**config.mk**
```make
export PLATFORM = sky130hd
export DESIGN_NAME = uart_rx_ctrl
export DESIGN_NICKNAME = d
export VERILOG_FILES = /design/src/rtl/uart_rx_ctrl.sv
export SDC_FILE = /design/constraint.sdc
export NUM_CORES = 1
export LEC_CHECK = 0
export ABC_AREA = 1
export CAP_MARGIN = 15
export CORE_AREA = 5 5 176 110
export CTS_CLUSTER_DIAMETER = 50
export DETAILED_ROUTE_END_ITERATION = 12
export DIE_AREA = 0 0 181 115
export SETUP_SLACK_MARGIN = 0.3
export SLEW_MARGIN = 30
export SYNTH_ARGS = -nofsm -noshare
export SYNTH_HDL_FRONTEND = slang
export SYNTH_SLANG_ARGS = --single-unit
```
**constraint.sdc**
```tcl
create_clock -name clk_i -period 12.8 [get_ports clk_i]
set_input_delay 3.2 -clock clk_i [delete_from_list [all_inputs] [get_ports clk_i]]
set_output_delay 3.2 -clock clk_i [all_outputs]
set_load 0.05 [all_outputs]
```
**src/rtl/uart_rx_ctrl.sv**
```systemverilog
// UART receive-path controller.
// Generates the 16x oversample tick for the receiver and queues each received
// byte in a small show-ahead FIFO. It also reports occupancy, a sticky overrun
// flag and a character timeout to the host side.
//
// state       | meaning
// ------------+--------------------------------------------------------------
// ST_DISABLED | baud counter parked at 0, no ticks, receiver pulses ignored
// ST_RUN      | baud generator running, received bytes captured into FIFO
//
// The FIFO stays readable and poppable in both states.

module uart_rx_ctrl #(
    parameter int DATA_LENGTH   = 8,
    parameter int FIFO_DEPTH    = 4,
    parameter int DIV_WIDTH     = 16,
    parameter int TIMEOUT_TICKS = 640
) (
    input  logic                               clk_i,
    input  logic                               reset_n_i,
    input  logic                               enable_i,
    input  logic [DIV_WIDTH-1:0]               divisor_i,
    input  logic                               flush_i,
    output logic                               baud_timer_o,
    input  logic                               rx_data_received_i,
    input  logic [DATA_LENGTH-1:0]             rx_data_i,
    input  logic                               rd_en_i,
    output logic [DATA_LENGTH-1:0]             rd_data_o,
    output logic                               rd_valid_o,
    output logic [$clog2(FIFO_DEPTH+1)-1:0]    fifo_count_o,
    output logic                               overrun_o,
    input  logic                               clear_overrun_i,
    output logic                               rx_timeout_o
);

    localparam int PTR_W = $clog2(FIFO_DEPTH);
    localparam int CNT_W = $clog2(FIFO_DEPTH + 1);
    localparam int TO_W  = $clog2(TIMEOUT_TICKS + 1);

    localparam logic [CNT_W-1:0] CNT_FULL = CNT_W'(FIFO_DEPTH);
    localparam logic [TO_W-1:0]  TO_MAX   = TO_W'(TIMEOUT_TICKS);

    typedef enum logic {
        ST_DISABLED = 1'b0,
        ST_RUN      = 1'b1
    } state_t;

    state_t                   state_q;
    logic                     run_q;

    logic [DIV_WIDTH-1:0]     baud_cnt_q;
    logic [DIV_WIDTH-1:0]     baud_cnt_d;
    logic [DIV_WIDTH-1:0]     div_m1;
    logic                     baud_tick;

    logic [DATA_LENGTH-1:0]   mem_q [FIFO_DEPTH];
    logic [PTR_W-1:0]         wr_ptr_q;
    logic [PTR_W-1:0]         wr_ptr_d;
    logic [PTR_W-1:0]         rd_ptr_q;
    logic [PTR_W-1:0]         rd_ptr_d;
    logic [CNT_W-1:0]         count_q;
    logic [CNT_W-1:0]         count_d;

    logic                     fifo_empty;
    logic                     fifo_full;
    logic                     push_req;
    logic                     push;
    logic                     pop;
    logic                     ovr_set;

    logic                     overrun_q;
    logic                     overrun_d;

    logic [TO_W-1:0]          to_cnt_q;
    logic [TO_W-1:0]          to_cnt_d;
    logic                     rx_timeout_q;
    logic                     rx_timeout_d;

    // Enable sequencing: run_q is the registered "captures allowed" output.
    always_ff @(posedge clk_i or negedge reset_n_i) begin
        if (!reset_n_i) begin
            state_q <= ST_DISABLED;
            run_q   <= 1'b0;
        end else begin
            case (state_q)
                ST_DISABLED: begin
                    if (enable_i) begin
                        state_q <= ST_RUN;
                        run_q   <= 1'b1;
                    end
                end
                ST_RUN: begin
                    if (!enable_i) begin
                        state_q <= ST_DISABLED;
                        run_q   <= 1'b0;
                    end
                end
                default: begin
                    state_q <= ST_DISABLED;
                    run_q   <= 1'b0;
                end
            endcase
        end
    end

    // Baud generator: compare against the live divisor so a shrinking divisor
    // that leaves the counter past its new terminal value ticks immediately.
    always_comb begin
        div_m1     = (divisor_i == '0) ? '0 : divisor_i - DIV_WIDTH'(1);
        baud_tick  = run_q && (baud_cnt_q >= div_m1);
        baud_cnt_d = '0;
        if (run_q && !baud_tick) begin
            baud_cnt_d = baud_cnt_q + DIV_WIDTH'(1);
        end
    end

    // Baud counter register.
    always_ff @(posedge clk_i or negedge reset_n_i) begin
        if (!reset_n_i) begin
            baud_cnt_q <= '0;
        end else begin
            baud_cnt_d_assign: baud_cnt_q <= baud_cnt_d;
        end
    end

    // FIFO control: a pop frees a slot in the same cycle, so a push to a full
    // FIFO alongside a pop is accepted rather than flagged as overrun.
    always_comb begin
        fifo_empty = (count_q == '0);
        fifo_full  = (count_q == CNT_FULL);
        pop        = rd_en_i && !fifo_empty;
        push_req   = rx_data_received_i && run_q;
        push       = push_req && (!fifo_full || pop);
        ovr_set    = push_req && fifo_full && !pop;

        wr_ptr_d = wr_ptr_q;
        rd_ptr_d = rd_ptr_q;
        count_d  = count_q;
        if (flush_i) begin
            wr_ptr_d = '0;
            rd_ptr_d = '0;
            count_d  = '0;
        end else begin
            if (push) begin
                wr_ptr_d = wr_ptr_q + PTR_W'(1);
            end
            if (pop) begin
                rd_ptr_d = rd_ptr_q + PTR_W'(1);
            end
            if (push && !pop) begin
                count_d = count_q + CNT_W'(1);
            end else if (pop && !push) begin
                count_d = count_q - CNT_W'(1);
            end
        end
    end

    // FIFO pointers and occupancy.
    always_ff @(posedge clk_i or negedge reset_n_i) begin
        if (!reset_n_i) begin
            wr_ptr_q <= '0;
            rd_ptr_q <= '0;
            count_q  <= '0;
        end else begin
            wr_ptr_q <= wr_ptr_d;
            rd_ptr_q <= rd_ptr_d;
            count_q  <= count_d;
        end
    end

    // FIFO storage; cleared on reset so the head reads 0 out of reset.
    always_ff @(posedge clk_i or negedge reset_n_i) begin
        if (!reset_n_i) begin
            for (int i = 0; i < FIFO_DEPTH; i++) begin
                mem_q[i] <= '0;
            end
        end else if (push && !flush_i) begin
            mem_q[wr_ptr_q] <= rx_data_i;
        end
    end

    // Overrun and timeout next-state; a set beats a same-cycle clear.
    always_comb begin
        overrun_d = overrun_q;
        if (ovr_set) begin
            overrun_d = 1'b1;
        end else if (clear_overrun_i) begin
            overrun_d = 1'b0;
        end

        to_cnt_d = to_cnt_q;
        if (flush_i || push || pop || fifo_empty) begin
            to_cnt_d = '0;
        end else if (baud_tick && (to_cnt_q != TO_MAX)) begin
            to_cnt_d = to_cnt_q + TO_W'(1);
        end

        rx_timeout_d = (to_cnt_d == TO_MAX) && (count_d != '0);
    end

    // Status registers.
    always_ff @(posedge clk_i or negedge reset_n_i) begin
        if (!reset_n_i) begin
            overrun_q    <= 1'b0;
            to_cnt_q     <= '0;
            rx_timeout_q <= 1'b0;
        end else begin
            overrun_q    <= overrun_d;
            to_cnt_q     <= to_cnt_d;
            rx_timeout_q <= rx_timeout_d;
        end
    end

    assign baud_timer_o = baud_tick;
    assign rd_data_o    = mem_q[rd_ptr_q];
    assign rd_valid_o   = !fifo_empty;
    assign fifo_count_o = count_q;
    assign overrun_o    = overrun_q;
    assign rx_timeout_o = rx_timeout_q;

endmodule

```
Word-level counts from Yosys, hierarchy flattened
Index checks and enable logic that the tools add are counted.
{ "totals": {"inputBits": 31, "out_inout_bits": 15, "regBits": 69} }
{ "classes": {"reduce_logical": 30, "bitwise": 3, "n_eq_ne": 5, "n_lt_le_gt_ge": 4, "mux": 23, "addsub": 7} }
{ "op_table": {"columns": ["op", "n"], "rows": [
  ["bitwise mux 32 bit", 1],
  ["2-to-1 mux 16 bit", 2],
  ["2-to-1 mux 8 bit", 3],
  ["2-to-1 mux 10 bit", 2],
  ["adder 16 x 1 -> 16 bit, second input constant", 1],
  ["binary-select mux 8 bit (select 2 bit)", 1],
  ["demux 8 bit (select 2 bit)", 1],
  ["greater-or-equal comparator 16 bit", 1],
  ["logical NOT 16 bit", 1],
  ["subtractor 16 x 1 -> 16 bit, second input constant", 1],
  ["logical AND 1 bit", 13],
  ["adder 10 x 1 -> 10 bit, second input constant", 1],
  ["equality test 10 bit, second input constant", 1],
  ["!= test 10 bit, second input constant", 1],
  ["2-to-1 mux 3 bit", 3],
  ["2-to-1 mux 2 bit", 4],
  ["greater-or-equal comparator 3 bit, second input constant", 2],
  ["logical NOT 1 bit", 6],
  ["NOT 2 -> 3 bit", 2],
  ["nonzero test 2 bit", 3],
  ["2-to-1 mux 1 bit", 5],
  ["adder 2 x 1 -> 2 bit, second input constant", 2],
  ["logical OR 1 bit", 4],
  ["!= test 2 bit, second input constant", 2],
  ["9 further kinds", 9]
]} }

Logic depth before layout (Yosys ltp)
{ "depth": {"word_depth": 12, "depth_mapped": 26, "mapped_depth_nobuf": 25} }

Least setup slack after synthesis
Ideal clock, no wire load.
{ "synth_path": {"path_kind": "in2out", "from": "input divisor_i[5]", "to": "output baud_timer_o", "arrival_ps": 5413, "slack_ps": 4187, "path_buffers": 1, "stages": 18, "path_cell_list": "nor2_1 inv_1 nor2_1 inv_1 nor4_4 nand2_1 nor3_2 nand3_1 xor2_1 nand2_1 ha_1 nand2_1 nor3_1 nand2_1 nand2_1 buf_4 nand2_1 inv_2"} }
{ "synth_between": {"elab_chain_len": 4, "elab_cells_between_ends": 5, "classes_between": "add/sub (1); order compare (1); mux (1); reduce/logical (2)"} }
{ "synth_rtl": {"columns": ["item", "line_no", "rtl"], "rows": [
  ["from (decl)", "22", "input logic [DIV_WIDTH-1:0] divisor_i,"],
  ["subtractor 16 x 1 -> 16 bit or logical NOT 16 bit (tied branches)", "109", "div_m1 = (divisor_i == '0) ? '0 : divisor_i - DIV_WIDTH'(1);"],
  ["2-to-1 mux 16 bit (*)", "109", null],
  ["greater-or-equal comparator 16 bit (*)", "110", "baud_tick = run_q && (baud_cnt_q >= div_m1);"],
  ["logical AND 1 bit (*)", "110", null],
  ["to (decl)", "24", "output logic baud_timer_o,"]
]} }
Mark *: on every way between the ends. The rest lies on a longest branch, timed or not.

Worst setup path after layout
{ "layout_path": {"from": "input divisor_i[4]", "to": "output baud_timer_o"} }
The elaborated chain is that of the path after synthesis.

==> impl_metrics.csv <==
group,metric,value,unit
clocking,cts_setup_buffers,0,
synthesis,synth_edf_count,0,
global_routing,antenna_found_initial,0,
floorplan,num_rows,38,
global_routing,grt_max_degree,70,
synthesis,synthCells,513,
route,ant_nets,0,
setup_path,crit_start,"divisor_i[4]",
synthesis,synth.avg_cell_area,8.383,µm²
place,place.gp.congestion,0.8469,
clocking,tritoncts,"done",
run,maxCapViolCount,0,
clocking,cts_max_path_buffers,2,
clocking,clock_latency,330,ps
timing,final_max_slew_viol_count,0,
setup_path,r2r-start,"baud_cnt_q[7]",
route,wl,10.00,mm
clocking,numCtsBuffers,9,
timing,finalClockSkew,5.804,ps
route,drt-initial-drc-count,295,
cells_and_area,post_route_cells_drive_above_1_share,15.32,%
place,place_ws,2519,ps
route,drt-vias-per-instance,4.249,
timing,layout_setup_ws,2491,ps
power_and_ir_drop,p_per_area,139.1,nW/µm²
synthesis,syn_area,4300,µm²
setup_path,cpMostUsedCell,"nand2_1",
cells_and_area,diodes,0,
floorplan,fp.dieW,181,µm
hold_path,hp-start,"state_q",
floorplan,num_io_pins,46,
hold_path,hp-class,"reg2reg",
clocking,root_buffer,"clkbuf_16",
timing,relSlewSlack,54.42,%
floorplan,die_h,115,µm
setup_path,required,9600,ps
setup_path,worst_path_max_delay_cell,"clkdlybuf4s50_1",
synthesis,synth-seq-cells,69,
floorplan,core_area,17640,µm²
clocking,cts_max_level,3,
route,vias,3433,
synthesis,yosysUniqueCellTypes,35,
setup_path,path_cells,"clkdlybuf4s50_1, nor2_1, inv_1, nor2_1, inv_1, nor4_4, nand2_1, nor3_2, nand3_1, xor2_1, nand2_1, ha_1, nand2_1, nor3_1, nand2_1, nand2_1, nand2_1, inv_2, clkdlybuf4s50_1",
power_and_ir_drop,power.leakage,0.002528,µW
setup_path,critPathKind,"in2out",
cells_and_area,utilization,30.39,%
power_and_ir_drop,finalPower,745.4,µW
timing,finalSetupViolCount,0,
synthesis,yosys_warnings,0,
setup_path,crit_fanout,11,
global_routing,grt_pass1_wl,16.91,mm
clocking,cts_hold_buf,0,
place,hpwl,7.473,mm
route,drc,0,
outcome,status,"finished clean",
timing,max_clock_freq,97.01,MHz
cells_and_area,area_growth,24.64,%
cells_and_area,nNetsFinal,622,
timing,rsz0062_at_grt,"no",
clocking,numClockSinks,69,
setup_path,crit_path_max_incr_delay,800,ps
route,first_pass_iters,5,
synthesis,synth_ff_type,"dfrtp_1",
synthesis,async_flop_share,100.0,%
global_routing,grt_pass1_vias,3316,
setup_path,end_kind,"output pin",
setup_path,cp.arrival,7110,ps
route,post_drt_wl_per_cell,12.38,µm
floorplan,dieArea,20820,µm²
power_and_ir_drop,peakVddDrop,0.1047,mV
clocking,cts_resized,0,
global_routing,overflow,0,
floorplan,start_util,24.38,%
synthesis,syn_nets,572,
clocking,clk_pin_slew,60,ps
synthesis,ys_seq_area_share,40.15,%
timing,tightest_slew,683.7,ps
global_routing,gr-usage-all-layers,9.899,%
timing,timing.setup.tns,0,ps
timing,period_share,80.54,%
timing,min_period,10310,ps
timing,hold_viol,0,
place,port_buffers,45,
setup_path,cp-start-kind,"input pin",
cell families after synthesis:
group | share of synthesized area, %
compound gates | 7.535
simple gates | 24.96
fa+ha+maj | 8.147
flops | 40.15
mux | 8.380
xor+xnor | 3.055
buf+inv | 7.768
critical path: cells and delay by family:
kind	cells	cell delay, ps
adders and majority gates	1	300
and+or+nand+nor	12	1930
buffers and inverters	5	1530
xor gates and xnor gates	1	140
through the flow:
step	hold slack [ps]	std cells	cell area (µm²)
floorplan	397.7	513	4300
global placement	404.8	792	5024
detailed placement	407.1	792	5024
CTS	423.0	808	5356
global route	436.2	808	5360
finish	418.5	808	5360
worst paths after layout:
kind                       slack [ps]              to  cells after the start
min in group asynchronous        2930  baud_cnt_q[15]                      2
min                               420           run_q                      1
max in group asynchronous        9350     to_cnt_q[3]                      2
max reg2reg                     10380    rx_timeout_o                     15
min reg2reg                       420           run_q                      1
max                              2490    baud_timer_o                     19
layout make-up:
class	instances	area, µm²
Clock buffer	10	239.0
Clock inverter	6	93.84
Fill cell	1851	12280
Inverter	81	304.0
Multi-Input combinational cell	356	2240
Sequential cell	69	1727
Tap cell	240	300.3
Timing Repair Buffer	46	456.7
registers in the layout (all words and copies together), names as in the netlist:
| register | count |
|---|---|
| baud_cnt_q | 16 |
| fifo_count_o | 3 |
| mem_q | 32 |
| overrun_o | 1 |
| rd_ptr_q | 2 |
| run_q | 1 |
| rx_timeout_o | 1 |
| state_q | 1 |
| to_cnt_q | 10 |
| wr_ptr_q | 2 |
synth_stat cells, types with 4 or more instances:
cell	n	area share, %
ha_1	28	8.1
mux2_2	32	8.4
inv_2	8	0.70
nor2_2	10	1.5
nor3b_1	4	0.70
nand2_2	4	0.58
o21ai_0	26	3.0
nor2_1	57	5.0
xor2_1	12	2.4
nand4_1	9	1.3
nand3_1	31	3.6
inv_1	72	6.3
a21oi_1	16	1.9
clkbuf_1	6	0.52
o22ai_1	9	1.3
dfrtp_1	69	40
nor2_4	4	1.0
nand2_1	79	6.9
nor3_1	9	1.0
where the power goes:
group	leakage, µW	switching (µW)	total (µW)	internal [µW]
clock network	0.000160	99.3	277	178
logic	0.00144	126	202	76.3
registers	0.000925	20.8	266	245
total	0.00253	246	745	499
metal layers:
layer / global-route usage (%) / up-vias / part of all wire [%]
met4: 1.499 / 0 / 0.47
met1: 15.61 / 1591 / 58
met5: 0 / - / 0
li1: - / 1774 / -
met2: 13.18 / 61 / 37
met3: 3.162 / 7 / 4.6
cell usage in the layout, fill, tap and decap left out, drive strengths merged, types with 3 or more instances in the layout:
cell            n
a21oi          16
clkbuf         10
clkdlybuf4s50  44
dfrtp          69
ha             28
inv            82
mux2           32
nand2          83
nand3          34
nand4           9
nor2           71
nor3           13
nor3b           4
o21ai          27
o21bai          3
o22ai           9
or2             3
xnor2           3
xor2           12
Power figures use the tool's default switching activity.
